$ cat config.mk
export PLATFORM = sky130hd
export DESIGN_NAME = hwag_wheel_emulator_flat
export DESIGN_NICKNAME = d
export VERILOG_FILES = /design/src/rtl/hwag_wheel_emulator_if.sv /design/src/rtl/hwag_wheel_emulator.sv /design/src/flat_wrapper.sv
export SDC_FILE = /design/constraint.sdc
export NUM_CORES = 1
export LEC_CHECK = 0
export ABC_AREA = 1
export CORE_UTILIZATION = 55
export CTS_CLUSTER_DIAMETER = 100
export DETAILED_ROUTE_END_ITERATION = 8
export DONT_BUFFER_PORTS = 1
export PLACE_DENSITY_LB_ADDON = 0.2
export REMOVE_ABC_BUFFERS = 1
export SLEW_MARGIN = 20
export SYNTH_ARGS = -nofsm -noshare
export SYNTH_HDL_FRONTEND = slang
export SYNTH_SLANG_ARGS = --single-unit
$ cat constraint.sdc
create_clock -name clk -period 4 [get_ports clk]
set_input_delay 0.8 -clock clk [delete_from_list [all_inputs] [get_ports clk]]
set_output_delay 0.8 -clock clk [all_outputs]
set_load 0.03 [all_outputs]
$ cat src/rtl/hwag_wheel_emulator_if.sv
// rtl/hwag_wheel_emulator_if.sv - control inputs and wheel outputs of the crank/cam emulator
interface hwag_wheel_emulator_if #(
    parameter int PERIOD_W = 24
);
    logic                ena;
    logic [PERIOD_W-1:0] period;
    logic                cap_out;
    logic                cam_out;
    logic [7:0]          tooth_num;
    logic                rev_parity;
    logic                slot_strobe;

    modport master (
        output ena, period,
        input  cap_out, cam_out, tooth_num, rev_parity, slot_strobe
    );

    modport slave (
        input  ena, period,
        output cap_out, cam_out, tooth_num, rev_parity, slot_strobe
    );
endinterface

$ cat src/rtl/hwag_wheel_emulator.sv
// rtl/hwag_wheel_emulator.sv - 60-2 crank and 4-stroke cam signal generator with registered outputs
module hwag_wheel_emulator #(
    parameter int PERIOD_W  = 24,
    parameter int TOOTH_CNT = 60,
    parameter int GAP_TEETH = 2,
    parameter int CAM_START = 10,
    parameter int CAM_LEN   = 20
) (
    input  logic                 clk,
    input  logic                 rst,
    hwag_wheel_emulator_if.slave bus
);
    typedef enum logic {S_IDLE, S_RUN} state_t;

    localparam logic [PERIOD_W-1:0] MIN_P     = PERIOD_W'(4);
    localparam logic [7:0]          LAST_SLOT = 8'(TOOTH_CNT - 1);
    localparam logic [7:0]          FIRST_GAP = 8'(TOOTH_CNT - GAP_TEETH);
    localparam logic [9:0]          CAM_LO    = 10'(CAM_START);
    localparam logic [9:0]          CAM_HI    = 10'(CAM_START + CAM_LEN);
    localparam logic [9:0]          TWO_REV   = 10'(2 * TOOTH_CNT);

    state_t              state_q, state_d;
    logic [PERIOD_W-1:0] tick_q, tick_d;
    logic [PERIOD_W-1:0] p_q, p_d;
    logic [7:0]          slot_q, slot_d;
    logic                par_q, par_d;
    logic                cap_q, cap_d;
    logic                cam_q, cam_d;
    logic [7:0]          tooth_q, tooth_d;
    logic                rpar_q, rpar_d;
    logic                strb_q, strb_d;

    // Position within the two-revolution cam cycle; the window may wrap past its end.
    logic [9:0] cam_pos;
    logic       cam_win;
    assign cam_pos = {2'b00, slot_q} + (par_q ? 10'(TOOTH_CNT) : 10'd0);
    assign cam_win = ((cam_pos >= CAM_LO) && (cam_pos < CAM_HI)) || ((cam_pos + TWO_REV) < CAM_HI);

    always_comb begin
        state_d = state_q;
        tick_d  = tick_q;
        p_d     = p_q;
        slot_d  = slot_q;
        par_d   = par_q;
        cap_d   = cap_q;
        cam_d   = cam_q;
        tooth_d = tooth_q;
        rpar_d  = rpar_q;
        strb_d  = 1'b0;
        case (state_q)
            S_IDLE: begin
                cap_d   = 1'b0;
                cam_d   = 1'b0;
                tooth_d = 8'd0;
                rpar_d  = 1'b0;
                if (bus.ena && (bus.period >= MIN_P)) begin
                    state_d = S_RUN;
                    tick_d  = '0;
                    slot_d  = 8'd0;
                    par_d   = 1'b0;
                    p_d     = bus.period;
                end
            end
            S_RUN: begin
                if (bus.ena) begin
                    cap_d   = (tick_q < (p_q >> 1)) && (slot_q < FIRST_GAP);
                    cam_d   = cam_win;
                    tooth_d = slot_q;
                    rpar_d  = par_q;
                    strb_d  = (tick_q == '0);
                    if (tick_q == (p_q - PERIOD_W'(1))) begin
                        tick_d = '0;
                        if (bus.period < MIN_P) begin
                            state_d = S_IDLE;
                            slot_d  = 8'd0;
                            par_d   = 1'b0;
                        end else begin
                            p_d = bus.period;
                            if (slot_q == LAST_SLOT) begin
                                slot_d = 8'd0;
                                par_d  = ~par_q;
                            end else begin
                                slot_d = slot_q + 8'd1;
                            end
                        end
                    end else begin
                        tick_d = tick_q + PERIOD_W'(1);
                    end
                end
            end
            default: state_d = S_IDLE;
        endcase
    end

    always_ff @(posedge clk) begin
        if (rst) begin
            state_q <= S_IDLE;
            tick_q  <= '0;
            p_q     <= '0;
            slot_q  <= 8'd0;
            par_q   <= 1'b0;
            cap_q   <= 1'b0;
            cam_q   <= 1'b0;
            tooth_q <= 8'd0;
            rpar_q  <= 1'b0;
            strb_q  <= 1'b0;
        end else begin
            state_q <= state_d;
            tick_q  <= tick_d;
            p_q     <= p_d;
            slot_q  <= slot_d;
            par_q   <= par_d;
            cap_q   <= cap_d;
            cam_q   <= cam_d;
            tooth_q <= tooth_d;
            rpar_q  <= rpar_d;
            strb_q  <= strb_d;
        end
    end

    assign bus.cap_out     = cap_q;
    assign bus.cam_out     = cam_q;
    assign bus.tooth_num   = tooth_q;
    assign bus.rev_parity  = rpar_q;
    assign bus.slot_strobe = strb_q;
endmodule

$ cat src/flat_wrapper.sv
// flat-port wrapper written by rule: the top's interface ports become plain ports
module hwag_wheel_emulator_flat 
#(
    parameter int PERIOD_W  = 24,
    parameter int TOOTH_CNT = 60,
    parameter int GAP_TEETH = 2,
    parameter int CAM_START = 10,
    parameter int CAM_LEN   = 20
)
  (clk, rst, bus_ena, bus_period, bus_cap_out, bus_cam_out, bus_tooth_num, bus_rev_parity, bus_slot_strobe);
  hwag_wheel_emulator_if #(.PERIOD_W(PERIOD_W)) bus_i ();
  input  logic clk;
  input  logic rst;
  input wire logic [$bits(bus_i.ena)-1:0] bus_ena;
  input wire logic [$bits(bus_i.period)-1:0] bus_period;
  output wire logic [$bits(bus_i.cap_out)-1:0] bus_cap_out;
  output wire logic [$bits(bus_i.cam_out)-1:0] bus_cam_out;
  output wire logic [$bits(bus_i.tooth_num)-1:0] bus_tooth_num;
  output wire logic [$bits(bus_i.rev_parity)-1:0] bus_rev_parity;
  output wire logic [$bits(bus_i.slot_strobe)-1:0] bus_slot_strobe;
  assign bus_i.ena = bus_ena;
  assign bus_i.period = bus_period;
  assign bus_cap_out = bus_i.cap_out;
  assign bus_cam_out = bus_i.cam_out;
  assign bus_tooth_num = bus_i.tooth_num;
  assign bus_rev_parity = bus_i.rev_parity;
  assign bus_slot_strobe = bus_i.slot_strobe;
  hwag_wheel_emulator #(.PERIOD_W(PERIOD_W), .TOOTH_CNT(TOOTH_CNT), .GAP_TEETH(GAP_TEETH), .CAM_START(CAM_START), .CAM_LEN(CAM_LEN)) u_core (.clk(clk), .rst(rst), .bus(bus_i));
endmodule
==> results.sh <==
export IMPL_core_area_mm2=0.009240
export IMPL_finalSetupTns_ps=0
export IMPL_track_usage=0.2925
export IMPL_cts_resized=0
export IMPL_viasPerCell=5.347
export IMPL_synthMuxAreaShare=0
export IMPL_insertedDiodeCount=0
export IMPL_cts_tree="done"
export IMPL_synth_compound_area_frac=0.05335
export IMPL_vias=5192
export IMPL_dr_pass1_iters=5
export IMPL_grt_pass1_wl_um=23070
export IMPL_path_cells="inv_2 -> ha_1 -> nand2_2 -> nor2_4 -> nand2_2 -> o21ai_1 -> nand2_1 -> nor2_1 -> nand2_1 -> nor2_1 -> nand2_1 -> nand2_4 -> nand2_2 -> nand2_2 -> a21oi_1"
export IMPL_synth_top_family_by_area="simple AND/OR/NAND/NOR gates"
export IMPL_ir_worst_vdd_v=0.0002501
export IMPL_clock_sinks=70
export IMPL_port_buffers=0
export IMPL_synthAdderAreaFrac=0.07764
export IMPL_syn_area_mm2=0.005254
export IMPL_postCtsHoldBufs=0
export IMPL_drive_above_1_share=0.04632
export IMPL_cp_end_kind="flop"
export IMPL_path_buf_inv=1
export IMPL_cts_made_buffers=9
export IMPL_ys_types=36
export IMPL_grt_pass1_vias=4909
export IMPL_ys_flop_type="dfxtp_1"
export IMPL_start_kind="flop"
export IMPL_critPathSlowestCell="nand2_2"
export IMPL_layout_common_cells="nand2_1 (209), inv_1 (144), nor2_1 (123)"
export IMPL_final_hold_viol_count=0
export IMPL_rsz0062_at_grt="no"
export IMPL_routabilityCongestion=0.9256
export IMPL_status="completed"
export IMPL_initial_core_util=0.5686
export IMPL_cts_setup_buffers=0
export IMPL_crit_top_cell="nand2_2"
export IMPL_relSlewSlack=0.4389
export IMPL_hp_class="in2reg"
export IMPL_row_count=35
export IMPL_holdWs_ps=507.0
export IMPL_syn_avg_cell_area_um2=6.203
export IMPL_path_max_fanout=34
export IMPL_io_pins=39
export IMPL_max_freq_mhz=337.2
export IMPL_worst_slew_pin_transition_ps=838.6
export IMPL_ys_seq_elements=70
export IMPL_power_density_mw_per_mm2=328.5
export IMPL_ys_warnings_count=0
export IMPL_routedWlPerCell_um=14.11
export IMPL_cap_violations=0
export IMPL_antenna_found_initial=0
export IMPL_detail_route_antenna_nets=0
export IMPL_fin_crit_sh=0.7415
export IMPL_max_stage_delay_ps=370
export IMPL_hpwlAfterDp_um=10550
export IMPL_synth_seq_area_share=0.2667
export IMPL_fin_crit_ps=2966
export IMPL_layout_nets=896
export IMPL_cts_clk_slew_worst_paths_ps=80
export IMPL_drc_errors=0
export IMPL_skew_ps=8.441
export IMPL_synthSimpleGateAreaFrac=0.4053
export IMPL_p_leak_nw=2.698
export IMPL_layout_commonest_cell="nand2_1"
export IMPL_clockRootBuffer="clkbuf_8"
export IMPL_cts_path_max_buffers=2
export IMPL_drt_first_iter_violations=248
export IMPL_totalPowerFinal_mw=1.819
export IMPL_synth_edff_count=0
export IMPL_cp_top_family="simple AND/OR/NAND/NOR gates"
export IMPL_synth_xor_area_frac=0.06835
export IMPL_insertion_delay_ps=350
export IMPL_path_class="reg2reg"
export IMPL_cts_max_level=3
export IMPL_syn2layout_area_growth_pct=5.406
export IMPL_grt_max_degree=35
export IMPL_critPathRequiredTime_ps=4220
export IMPL_drt_wl_total_um=13700
export IMPL_worst_slack_ps=1034
export IMPL_slew_violations=0
export IMPL_finalSetupViolations=0
export IMPL_dieArea_mm2=0.009947
export IMPL_fp_dieW_um=99.74
export IMPL_postSynth_asyncResetShare=0
export IMPL_gr_total_overflow=0
export IMPL_arrival_ps=3190
export IMPL_post_place_ws_ps=915.0
export IMPL_die_h_um=99.74
export IMPL_syn_inst=847
## worst paths after layout
kind                                       start                      end  slack [ps]  cells past startpoint
worst max-delay path               u_core.p_q[0]         u_core.tick_q[0]        1030                     15
worst min-delay path                         rst  u_core.bus.tooth_num[1]         510                      1
worst min register to register  u_core.slot_q[7]         u_core.slot_q[7]         520                      2
worst max register to register     u_core.p_q[0]         u_core.tick_q[0]        1030                     15
## synth_stat cells (all sizes together), types with 2 or more instances
cell | instances | share of area
a211oi | 3 | 0.0043
nand3b | 5 | 0.0071
ha | 31 | 0.074
clkbuf | 14 | 0.010
nor3 | 22 | 0.021
nor2 | 132 | 0.10
a21oi | 33 | 0.031
inv | 146 | 0.10
nand3 | 48 | 0.048
nand2 | 216 | 0.16
o2111ai | 2 | 0.0033
o21ai | 10 | 0.0095
buf | 10 | 0.014
nand4 | 49 | 0.058
xnor2 | 7 | 0.012
dfxtp | 70 | 0.27
xor2 | 34 | 0.057
nor4 | 7 | 0.0083
## sequential cells by signal (all words and copies together), names as in the netlist
name,cells
u_core.p_q,24
u_core.tick_q,24
u_core.bus.tooth_num,8
u_core.slot_q,8
u_core.bus.cam_out,1
u_core.bus.cap_out,1
u_core.bus.rev_parity,1
u_core.bus.slot_strobe,1
u_core.par_q,1
u_core.state_q,1
## layout make-up
cell class	count	area, µm²
sequential	70	1401
tap	129	161.4
clock inverter	7	97.59
timing repair buffer	3	22.52
multi-input combinational	606	3179
inverter	147	551.8
clock buffer	9	123.9
fill	919	3702
## metrics by stage
step	utilization	instance area, µm²	instances
4_1_cts	0.5993	5538	971
3_5_place_dp	0.5754	5316	955
5_1_grt	0.5993	5538	971
3_3_place_gp	0.5754	5316	955
6_report	0.5993	5538	971
2_1_floorplan	-	5130	823
## per-layer routing
metal	vias to the layer above	part of all wire	global-route usage
li1	2654	-	-
met1	2376	0.45	0.3726
met2	137	0.48	0.4987
met3	25	0.046	0.03303
met4	0	0.024	0.1256
met5	-	0	0
## kinds of logic after synthesis
family | after synthesis
AND/OR/NAND/NOR | 482
adder cells (fa/ha/maj) | 32
AO/OA/AOI/OAI | 51
flip-flops | 70
XOR/XNOR | 41
buffers and inverters | 171
## where the power goes
| group | internal, mW | switching (mW) |
|---|---|---|
| Clock | 0.353 | 0.286 |
| Combinational | 0.134 | 0.277 |
| Sequential | 0.727 | 0.0425 |
No activity file was read; power rests on OpenSTA's default activity.
